===== src/rtl/seg_scan_decoder.sv =====
// seg_scan_decoder: watches a multiplexed, active-low 7-segment bus
// (cathodes seg_in[6:0] = g..a, anodes an_in[3:0], bit3 = leftmost digit).
// It rebuilds the four displayed hex digits and flags undecodable patterns
// and stopped scanning. It pulses frame_valid once per completed scan frame.
//
// Strobe semantics: frame_valid is a single-cycle pulse with no back-pressure.
// digits/digit_valid/blank change only in the cycle frame_valid is high and
// then hold until the next frame. frame_err is only ever high together with
// frame_valid.
module seg_scan_decoder #(
  parameter int SYNC_STAGES    = 2,
  parameter int STABLE_CYCLES  = 16,
  parameter int TIMEOUT_CYCLES = 2000000
) (
  input  logic        clk,
  input  logic        reset,
  input  logic [6:0]  seg_in,
  input  logic [3:0]  an_in,
  output logic [15:0] digits,
  output logic [3:0]  digit_valid,
  output logic [3:0]  blank,
  output logic        frame_valid,
  output logic        frame_err,
  output logic        stale
);

  localparam int CNT_W = $clog2(STABLE_CYCLES + 1);
  localparam int TO_W  = $clog2(TIMEOUT_CYCLES + 1);
  localparam logic [CNT_W-1:0] CNT_MAX = CNT_W'(STABLE_CYCLES);
  localparam logic [CNT_W-1:0] CNT_CAP = CNT_W'(STABLE_CYCLES - 2);
  localparam logic [TO_W-1:0]  TO_MAX  = TO_W'(TIMEOUT_CYCLES);

  // Returns {blank, valid, nibble} for one cathode pattern.
  function automatic logic [5:0] decode_seg(input logic [6:0] s);
    logic [5:0] r;
    r = 6'b00_0000;
    case (s)
      7'h40: r = {2'b01, 4'h0};
      7'h79: r = {2'b01, 4'h1};
      7'h24: r = {2'b01, 4'h2};
      7'h30: r = {2'b01, 4'h3};
      7'h19: r = {2'b01, 4'h4};
      7'h12: r = {2'b01, 4'h5};
      7'h02: r = {2'b01, 4'h6};
      7'h78: r = {2'b01, 4'h7};
      7'h00: r = {2'b01, 4'h8};
      7'h10: r = {2'b01, 4'h9};
      7'h08: r = {2'b01, 4'hA};
      7'h03: r = {2'b01, 4'hB};
      7'h46: r = {2'b01, 4'hC};
      7'h21: r = {2'b01, 4'hD};
      7'h06: r = {2'b01, 4'hE};
      7'h0E: r = {2'b01, 4'hF};
      7'h7F: r = {2'b10, 4'h0};
      default: r = 6'b00_0000;
    endcase
    return r;
  endfunction

  logic [6:0] seg_sync_q [SYNC_STAGES];
  logic [3:0] an_sync_q  [SYNC_STAGES];
  logic [6:0] seg_s, seg_prev_q;
  logic [3:0] an_s, an_prev_q, an_low;
  logic       legal, same, capture;
  logic [1:0] idx;
  logic [5:0] dec;

  logic [CNT_W-1:0] cnt_q, cnt_d;
  logic [TO_W-1:0]  to_q, to_d;

  logic [3:0][3:0] shadow_nib_q, shadow_nib_d;
  logic [3:0]      shadow_val_q, shadow_val_d;
  logic [3:0]      shadow_blk_q, shadow_blk_d;
  logic [3:0]      mask_q, mask_d, mask_base;
  logic            frame_done_q, frame_done_d;

  // Synchronise the asynchronous display bus before it touches any logic.
  always_ff @(posedge clk or negedge reset) begin
    if (!reset) begin
      for (int i = 0; i < SYNC_STAGES; i++) begin
        seg_sync_q[i] <= '0;
        an_sync_q[i]  <= '0;
      end
    end else begin
      seg_sync_q[0] <= seg_in;
      an_sync_q[0]  <= an_in;
      for (int i = 1; i < SYNC_STAGES; i++) begin
        seg_sync_q[i] <= seg_sync_q[i-1];
        an_sync_q[i]  <= an_sync_q[i-1];
      end
    end
  end

  assign seg_s  = seg_sync_q[SYNC_STAGES-1];
  assign an_s   = an_sync_q[SYNC_STAGES-1];
  assign an_low = ~an_s;
  assign legal  = (an_low != 4'h0) && ((an_low & (an_low - 4'h1)) == 4'h0);
  assign same   = (seg_s == seg_prev_q) && (an_s == an_prev_q);
  // The counter reads STABLE_CYCLES-2 on the (STABLE_CYCLES-1)-th identical
  // sample, so this fires on the STABLE_CYCLES-th one, once per dwell.
  assign capture = legal && same && (cnt_q == CNT_CAP);
  assign dec     = decode_seg(seg_s);

  // Digit index from the single active anode.
  always_comb begin
    idx = 2'd0;
    case (an_low)
      4'b0010: idx = 2'd1;
      4'b0100: idx = 2'd2;
      4'b1000: idx = 2'd3;
      default: idx = 2'd0;
    endcase
  end

  // Dwell counter and stale timeout next-state.
  always_comb begin
    cnt_d = cnt_q;
    if (!legal || !same) begin
      cnt_d = '0;
    end else if (cnt_q != CNT_MAX) begin
      cnt_d = cnt_q + CNT_W'(1);
    end
    to_d = to_q;
    if (capture) begin
      to_d = '0;
    end else if (to_q != TO_MAX) begin
      to_d = to_q + TO_W'(1);
    end
  end

  // Shadow capture and frame-completion detection. The mask clears in the
  // cycle the completed frame is published.
  always_comb begin
    shadow_nib_d = shadow_nib_q;
    shadow_val_d = shadow_val_q;
    shadow_blk_d = shadow_blk_q;
    mask_base    = frame_done_q ? 4'h0 : mask_q;
    mask_d       = mask_base;
    frame_done_d = 1'b0;
    if (capture) begin
      shadow_nib_d[idx] = dec[3:0];
      shadow_val_d[idx] = dec[4];
      shadow_blk_d[idx] = dec[5];
      mask_d            = mask_base | an_low;
      frame_done_d      = ((mask_base | an_low) == 4'hF);
    end
  end

  // Sample history, counters and shadow state.
  always_ff @(posedge clk or negedge reset) begin
    if (!reset) begin
      seg_prev_q   <= '0;
      an_prev_q    <= '0;
      cnt_q        <= '0;
      to_q         <= '0;
      shadow_nib_q <= '0;
      shadow_val_q <= '0;
      shadow_blk_q <= '0;
      mask_q       <= '0;
      frame_done_q <= 1'b0;
    end else begin
      seg_prev_q   <= seg_s;
      an_prev_q    <= an_s;
      cnt_q        <= cnt_d;
      to_q         <= to_d;
      shadow_nib_q <= shadow_nib_d;
      shadow_val_q <= shadow_val_d;
      shadow_blk_q <= shadow_blk_d;
      mask_q       <= mask_d;
      frame_done_q <= frame_done_d;
    end
  end

  // Publish a completed frame one cycle after its final capture.
  always_ff @(posedge clk or negedge reset) begin
    if (!reset) begin
      digits      <= '0;
      digit_valid <= '0;
      blank       <= '0;
      frame_valid <= 1'b0;
      frame_err   <= 1'b0;
    end else begin
      frame_valid <= frame_done_q;
      frame_err   <= 1'b0;
      if (frame_done_q) begin
        digits      <= shadow_nib_q;
        digit_valid <= shadow_val_q;
        blank       <= shadow_blk_q;
        frame_err   <= |(~shadow_val_q & ~shadow_blk_q);
      end
    end
  end

  assign stale = (to_q == TO_MAX);

endmodule


===== config.mk =====
export PLATFORM = sky130hd
export DESIGN_NAME = seg_scan_decoder
export DESIGN_NICKNAME = d
export VERILOG_FILES = /design/src/rtl/seg_scan_decoder.sv
export SDC_FILE = /design/constraint.sdc
export NUM_CORES = 1
export LEC_CHECK = 0
export ABC_CLOCK_PERIOD_IN_PS = 2000
export CAP_MARGIN = 0
export CELL_PAD_IN_SITES_DETAIL_PLACEMENT = 1
export CELL_PAD_IN_SITES_GLOBAL_PLACEMENT = 1
export CORE_MARGIN = 2
export CORE_UTILIZATION = 43
export DETAILED_ROUTE_END_ITERATION = 10
export GPL_TIMING_DRIVEN = 0
export PLACE_DENSITY_LB_ADDON = 0.1
export SYNTH_ARGS = -nofsm -noshare
export SYNTH_HDL_FRONTEND = slang
export SYNTH_SLANG_ARGS = --single-unit

===== constraint.sdc =====
create_clock -name clk -period 2 [get_ports clk]
set_input_delay 0.2 -clock clk [delete_from_list [all_inputs] [get_ports clk]]
set_output_delay 0.2 -clock clk [all_outputs]
set_load 0.05 [all_outputs]

### Word-level counts from Yosys, hierarchy flattened

Cells that the tools add are included.

| operators by class | value |
|---|---|
| reductions and logical operators | 14 |
| order comparisons | 2 |
| multiplexer cells | 17 |
| equality and inequality tests | 26 |
| bitwise gates (word level) | 6 |
| add/sub/neg operators | 3 |

Operators by type and width:

| operator | count |
|---|---|
| $pmux 6 s17 | 1 |
| $mux 21 | 2 |
| $eq 7x7->1 const B | 5 |
| $add 21x1->21 const B | 1 |
| $eq 21x21->1 const B | 1 |
| $eq 7x5->1 const B | 3 |
| $eq 7x6->1 const B | 3 |
| $ne 21x21->1 const B | 1 |
| $bwmux 16 | 1 |
| $eq 7x2->1 const B | 2 |
| $eq 7x4->1 const B | 2 |
| $mux 4 | 3 |
| $not 4->4 | 3 |
| $mux 5 | 2 |
| $and 4x4->4 | 2 |
| $bwmux 4 | 2 |
| $demux 4 s2 | 1 |
| $eq 4x4->1 const B | 2 |
| $eq 7x3->1 const B | 1 |
| $eq 7x7->1 | 1 |
| $logic_not 7->1 | 1 |
| $pmux 2 s3 | 1 |
| $add 5x1->5 const B | 1 |
| $eq 5x4->1 const B | 1 |
| 17 further kinds | 25 |

| word-level totals | value |
|---|---|
| register bits after elaboration | 114 |
| output and inout bits | 27 |
| word-level logic and storage cells | 89 |

### Longest topological paths before layout

| depth | value |
|---|---|
| word-level depth | 8 |
| depth in mapped cells | 7 |
| depth with buffers taken out | 6 |

### Least setup slack after synthesis

OpenSTA, ideal clock, no wires.

| path | value |
|---|---|
| path kind | register to register |
| from | register to_q[5] |
| to | register to_q[1] |
| data required time | 1879 ps |
| clock period less this slack | 2531 ps |
| slack | -531 ps |
| path buffers | 0 |
| data arrival time | 2410 ps |
| stages on the path, launching flop included | 6 |
| library setup time | 121 ps |
| cells stage by stage | dfrtp_1 > nor4_1 > nand4_1 > nor3_1 > mux2i_1 > nor2_1 |

| between the ends | value |
|---|---|
| word-level cells in the longest chain between the ends | 2 |

Ends and longest elaborated chain:

| element | line | RTL |
|---|---|---|
| start, declared | 69 | `logic [TO_W-1:0] to_q, to_d;` |
| start signal, assigned | 165 | `to_q <= to_d;` |
| $ne 21x21->1 | 126 | `end else if (to_q != TO_MAX) begin` |
| $reduce_bool 2->1 (no line) | n/a |  |

Every way passes these cells.
A chain may end at the register's enable or synchronous reset.

### Worst setup path after layout

| path | value |
|---|---|
| from | register an_sync_q, in the netlist an_s[2] |
| to | register shadow_nib_q[15] in the netlist's numbering |

| between the ends | value |
|---|---|
| word-level cells in the longest chain between the ends | 8 |
| elaborated cells on any way between the ends | 20 |
| those cells by class | 1 x add/sub; 2 x order compare; 4 x eq/ne; 4 x mux; 2 x bitwise; 7 x reduce/logical |

Ends and longest elaborated chain:

| element | line | RTL |
|---|---|---|
| start, declared | 61 | `logic [3:0] an_sync_q [SYNC_STAGES];` |
| start signal, assigned by index | 89 | `an_sync_q[i] <= an_sync_q[i-1];` |
| $not 4->4 | 96 | `assign an_low = ~an_s;` |
| $eq 4x4->1 (tied with other cells) | 107 | `case (an_low)` |
| $pmux 2 s3 | 107 |  |
| $lt 2x3->1 (not written as such) or $ge 2x1->1 (tied branches) | 141 | `shadow_nib_d[idx] = dec[3:0];` |
| $logic_and 1x1->1 (not written as such) | 141 |  |
| $mux 4 (not written as such) | 141 |  |
| $demux 4 s2 | 141 |  |
| $bwmux 16 | 141 |  |
| end signal, assigned | 166 | `shadow_nib_q <= shadow_nib_d;` |
| end, declared | 71 | `logic [3:0][3:0] shadow_nib_q, shadow_nib_d;` |

Several ways; a longest one is shown, not always the timed one.

==> results.md <==
- Net Count, Synth: around 400
- Clock Power Share: 52.7%
- Final instance area: 6510 µm²
- Initial antenna violation count: 0
- Status: finished, violations left
- Seq cells post-synth: between 100 and 150
- Die height: ~110 µm
- Place WS: -356 ps
- Worst skew pair latency: 520 ps
- Initial Util: 44.3%
- Clk sinks: around 110
- CTS H-tree depth: 4
- Worst hold endpoint: seg_sync_q[11]
- Root Buffer Master: clkbuf_8
- Seq pwr share: between 40 and 50%
- Final clock skew: roughly 11 ps
- Drt wl/cell: approximately 18 µm
- Fmax: between 400 and 500 MHz
- Internal: ~4.3 mW
- Relative max-transition margin: around half
- Core footprint: about 11000 µm²
- CP max FO: 6
- # DRC: 0
- Ys async rst share: 100%
- I/O pins: 40
- TritonCTS Buffers: 17
- Worst hold path type: in -> reg
- Max VDD drop: ~530 µV
- Ys Warns: 0
- Rows: 38
- Largest net degree at the start of global routing: between 60 and 70
- Crit share post-route: 107%
- Netlist cell types: between 50 and 60
- Post-synth top area cell: dfrtp_1
- HP Start: seg_in[4]
- Worst Hold Path Cells: 1
- CTS tree: done
- Area of the die: 12100 µm²
- Crit path launch type: flop
- Worst-margin pin slew: a little over 700 ps
- N_diodes: 0
- CP Cell Sequence: buf_6 -> nor2b_4 -> o2111ai_2 -> or3_4 -> nor4_4 -> buf_6 -> mux2_4
- Violated checks: setup timing
- Die X: approximately 110 µm
- Pins Over Slew Limit: 0
- Top cell type's share of synthesized area: around three fifths
- CP max-delay cell: or3_4
- Synth-to-Final Area Change: 35.1%
- Critical Path RT: ~2400 ps
- Switching Fraction: between 20% and 30%
- Combinational power share: around 4.4%
- Share of layout cells above drive strength 1: about a third
- Worst setup EP type: flop
- First-pass DRT Iterations: 4
- Global-route wire length before repair: 18.5 mm
- HPWL after DPL: about 6.7 mm
- Cell Area, Synth: about 4800 µm²
- DR vias: roughly 3300
- Min Clock Period, post-route: between 2000 and 2500 ps
- I/O Buffers: 39
- MaxCap Viol Count: 0
- Most used cell, CP: buf_6
- CTS max path bufs: 2
- Register area share after synthesis: between 50% and 60%
- Final hold violations: 0
- Largest cells by area after synthesis: dfrtp_1 59%, mux2_2 11%, xor2_1 3.3%, xnor2_1 2.9%, nor2_1 2.5%
- Gr usage total: 20.5%
- PwrDens: around 850 nW/µm²
- Sw power: roughly 1.2 mW
- Clock transition at path regs: about 60 ps
- Global route total overflow: 0
- FF-to-FF End: shadow_nib_q[15]
- Vias in the first global route: roughly 3500
- Final WL: 11.3 mm
- Drt initial violations: around 120
- Post-route ant nets: 0
- GP Congestion: ~0.81
- Setup-failing EPs final: between 40 and 50
- WP data arrival: about 2500 ps
- Mapped Cells: between 300 and 400
- Synth Area per Inst: ~13 µm²
- Post-DR vias/cell: approximately 5.3
- RSZ-0062 raised after global routing: yes
- R2R Setup Slk: -130 ps
- Kind of critical path: reg -> reg
- Placed cell area: roughly 5400 µm²
- LEAKAGE: between 2 and 3 nW
- Worst Reg-to-Reg Cells: 7
- Nets: 482
- Post-synth EDFFs: 0
- Crit path largest cell delay: around 490 ps
- Final worst slack: -132 ps
- Worst R2R Start: an_s[2]
- Ys flop type: dfrtp_1
==> Yosys cell counts (8+ instances only) <==
cell / count
clkbuf_1: 8
dfrtp_1: 114
inv_1: 8
mux2_2: 47
nand2_1: 15
nand3_1: 16
nor2_1: 32
nor3_1: 9
xnor2_1: 16
xor2_1: 18
==> cell type report <==
class	count	area [µm²]
buffer	15	101
clock buffer	20	445
clock inverter	12	131
fill	1081	4380
inverter	8	30.0
multi-input combinational	241	2130
sequential	114	2860
tap	140	175
timing repair buffer	67	637
==> flip-flops by register name (all words and copies together), names as in the netlist <==
signal,count
to_q,21
digits,16
shadow_nib_q,16
seg_prev_q,7
seg_s,7
seg_sync_q,7
cnt_q,5
an_prev_q,4
an_s,4
an_sync_q,4
blank,4
digit_valid,4
mask_q,4
shadow_blk_q,4
shadow_val_q,4
frame_done_q,1
frame_err,1
frame_valid,1
==> per-stage QoR <==
step	hold slack, ps	util (%)	total power, mW	TNS (ps)	std cells
floorplan	-95.6	-	2.49	0	378
global placement	334	49.6	2.58	-419450	557
detailed placement	293	49.8	2.59	-14950	558
CTS	103	58.4	5.55	-1740	609
global route	97.1	59.8	5.71	-8060	617
finish	118	59.8	5.53	-2900	617
==> worst max path at each step <==
stage | to | from
CTS | shadow_nib_q[7] | seg_s[1]
detailed placement | to_q[11] | cnt_q[0]
finish | shadow_nib_q[15] | an_s[2]
global placement | to_q[6] | reset
global route | shadow_nib_q[5] | an_s[2]
floorplan | shadow_nib_q[12] | an_s[0]
==> power groups by stage <==
stage	logic (mW)	registers (mW)	clock network [mW]
finish	0.243	2.37	2.91
detailed placement	0.183	2.41	0
floorplan	0.0855	2.40	0
global route	0.267	2.38	3.07
CTS	0.223	2.37	2.96
global placement	0.172	2.41	0
==> worst max-delay path, delay by kind of cell, from the launching register on <==
family | cells | cell delay (ps)
flops | 1 | 390
compound gates | 1 | 150
simple gates | 3 | 820
mux | 1 | 320
buf+inv | 2 | 330
==> kinds of logic (layout without fill, tap and decap cells) <==
group / after synthesis / after routing / synth area share, %
and+or+nand+nor: 119 / 119 / 14.7
DFF: 114 / 114 / 59.2
muxes: 50 / 50 / 11.6
xor gates and xnor gates: 34 / 34 / 6.18
AOI/OAI and AO/OA: 33 / 33 / 4.80
buffers and inverters: 23 / 122 / 2.13
adders and majority gates: 5 / 5 / 1.30
==> cells in the final DEF (no fill, tap or decap), drive strengths merged, types with 3 or more instances in the layout <==
cell type	netlist	routed
clkdlybuf4s50	0	37
xor2	18	18
nor2	32	32
a22oi	3	3
inv	8	9
and3	5	5
clkinv	0	5
dfrtp	114	114
o21ai	5	5
nor3b	3	3
ha	5	5
buf	7	38
a21oi	5	5
nand4b	5	5
xnor2	16	16
nand2b	5	5
or3	3	3
mux2	48	48
clkinvlp	0	4
nand4	4	4
nor3	9	9
nand2	15	15
nand3	16	16
nor4	9	9
clkbuf	8	26
==> layer usage <==
layer,vias to the layer above,routed length (µm),share of wire [%],GRT usage (%)
met3,19,348,3.1,4.92
li1,1521,-,-,-
met1,1692,5000,44,25.8
met5,-,0,0,0
met2,58,5730,51,34.2
met4,0,211,1.9,8.05
==> repair_timing <==
item	in CTS	in global routing
setup endpoints to repair	48	61
setup buffers	18	8
endpoints found under the hold margin	52	0
hold buffers	1	0
gates resized for setup	58	25
pin swaps	14	12
No activity file was read; power rests on OpenSTA's default activity.
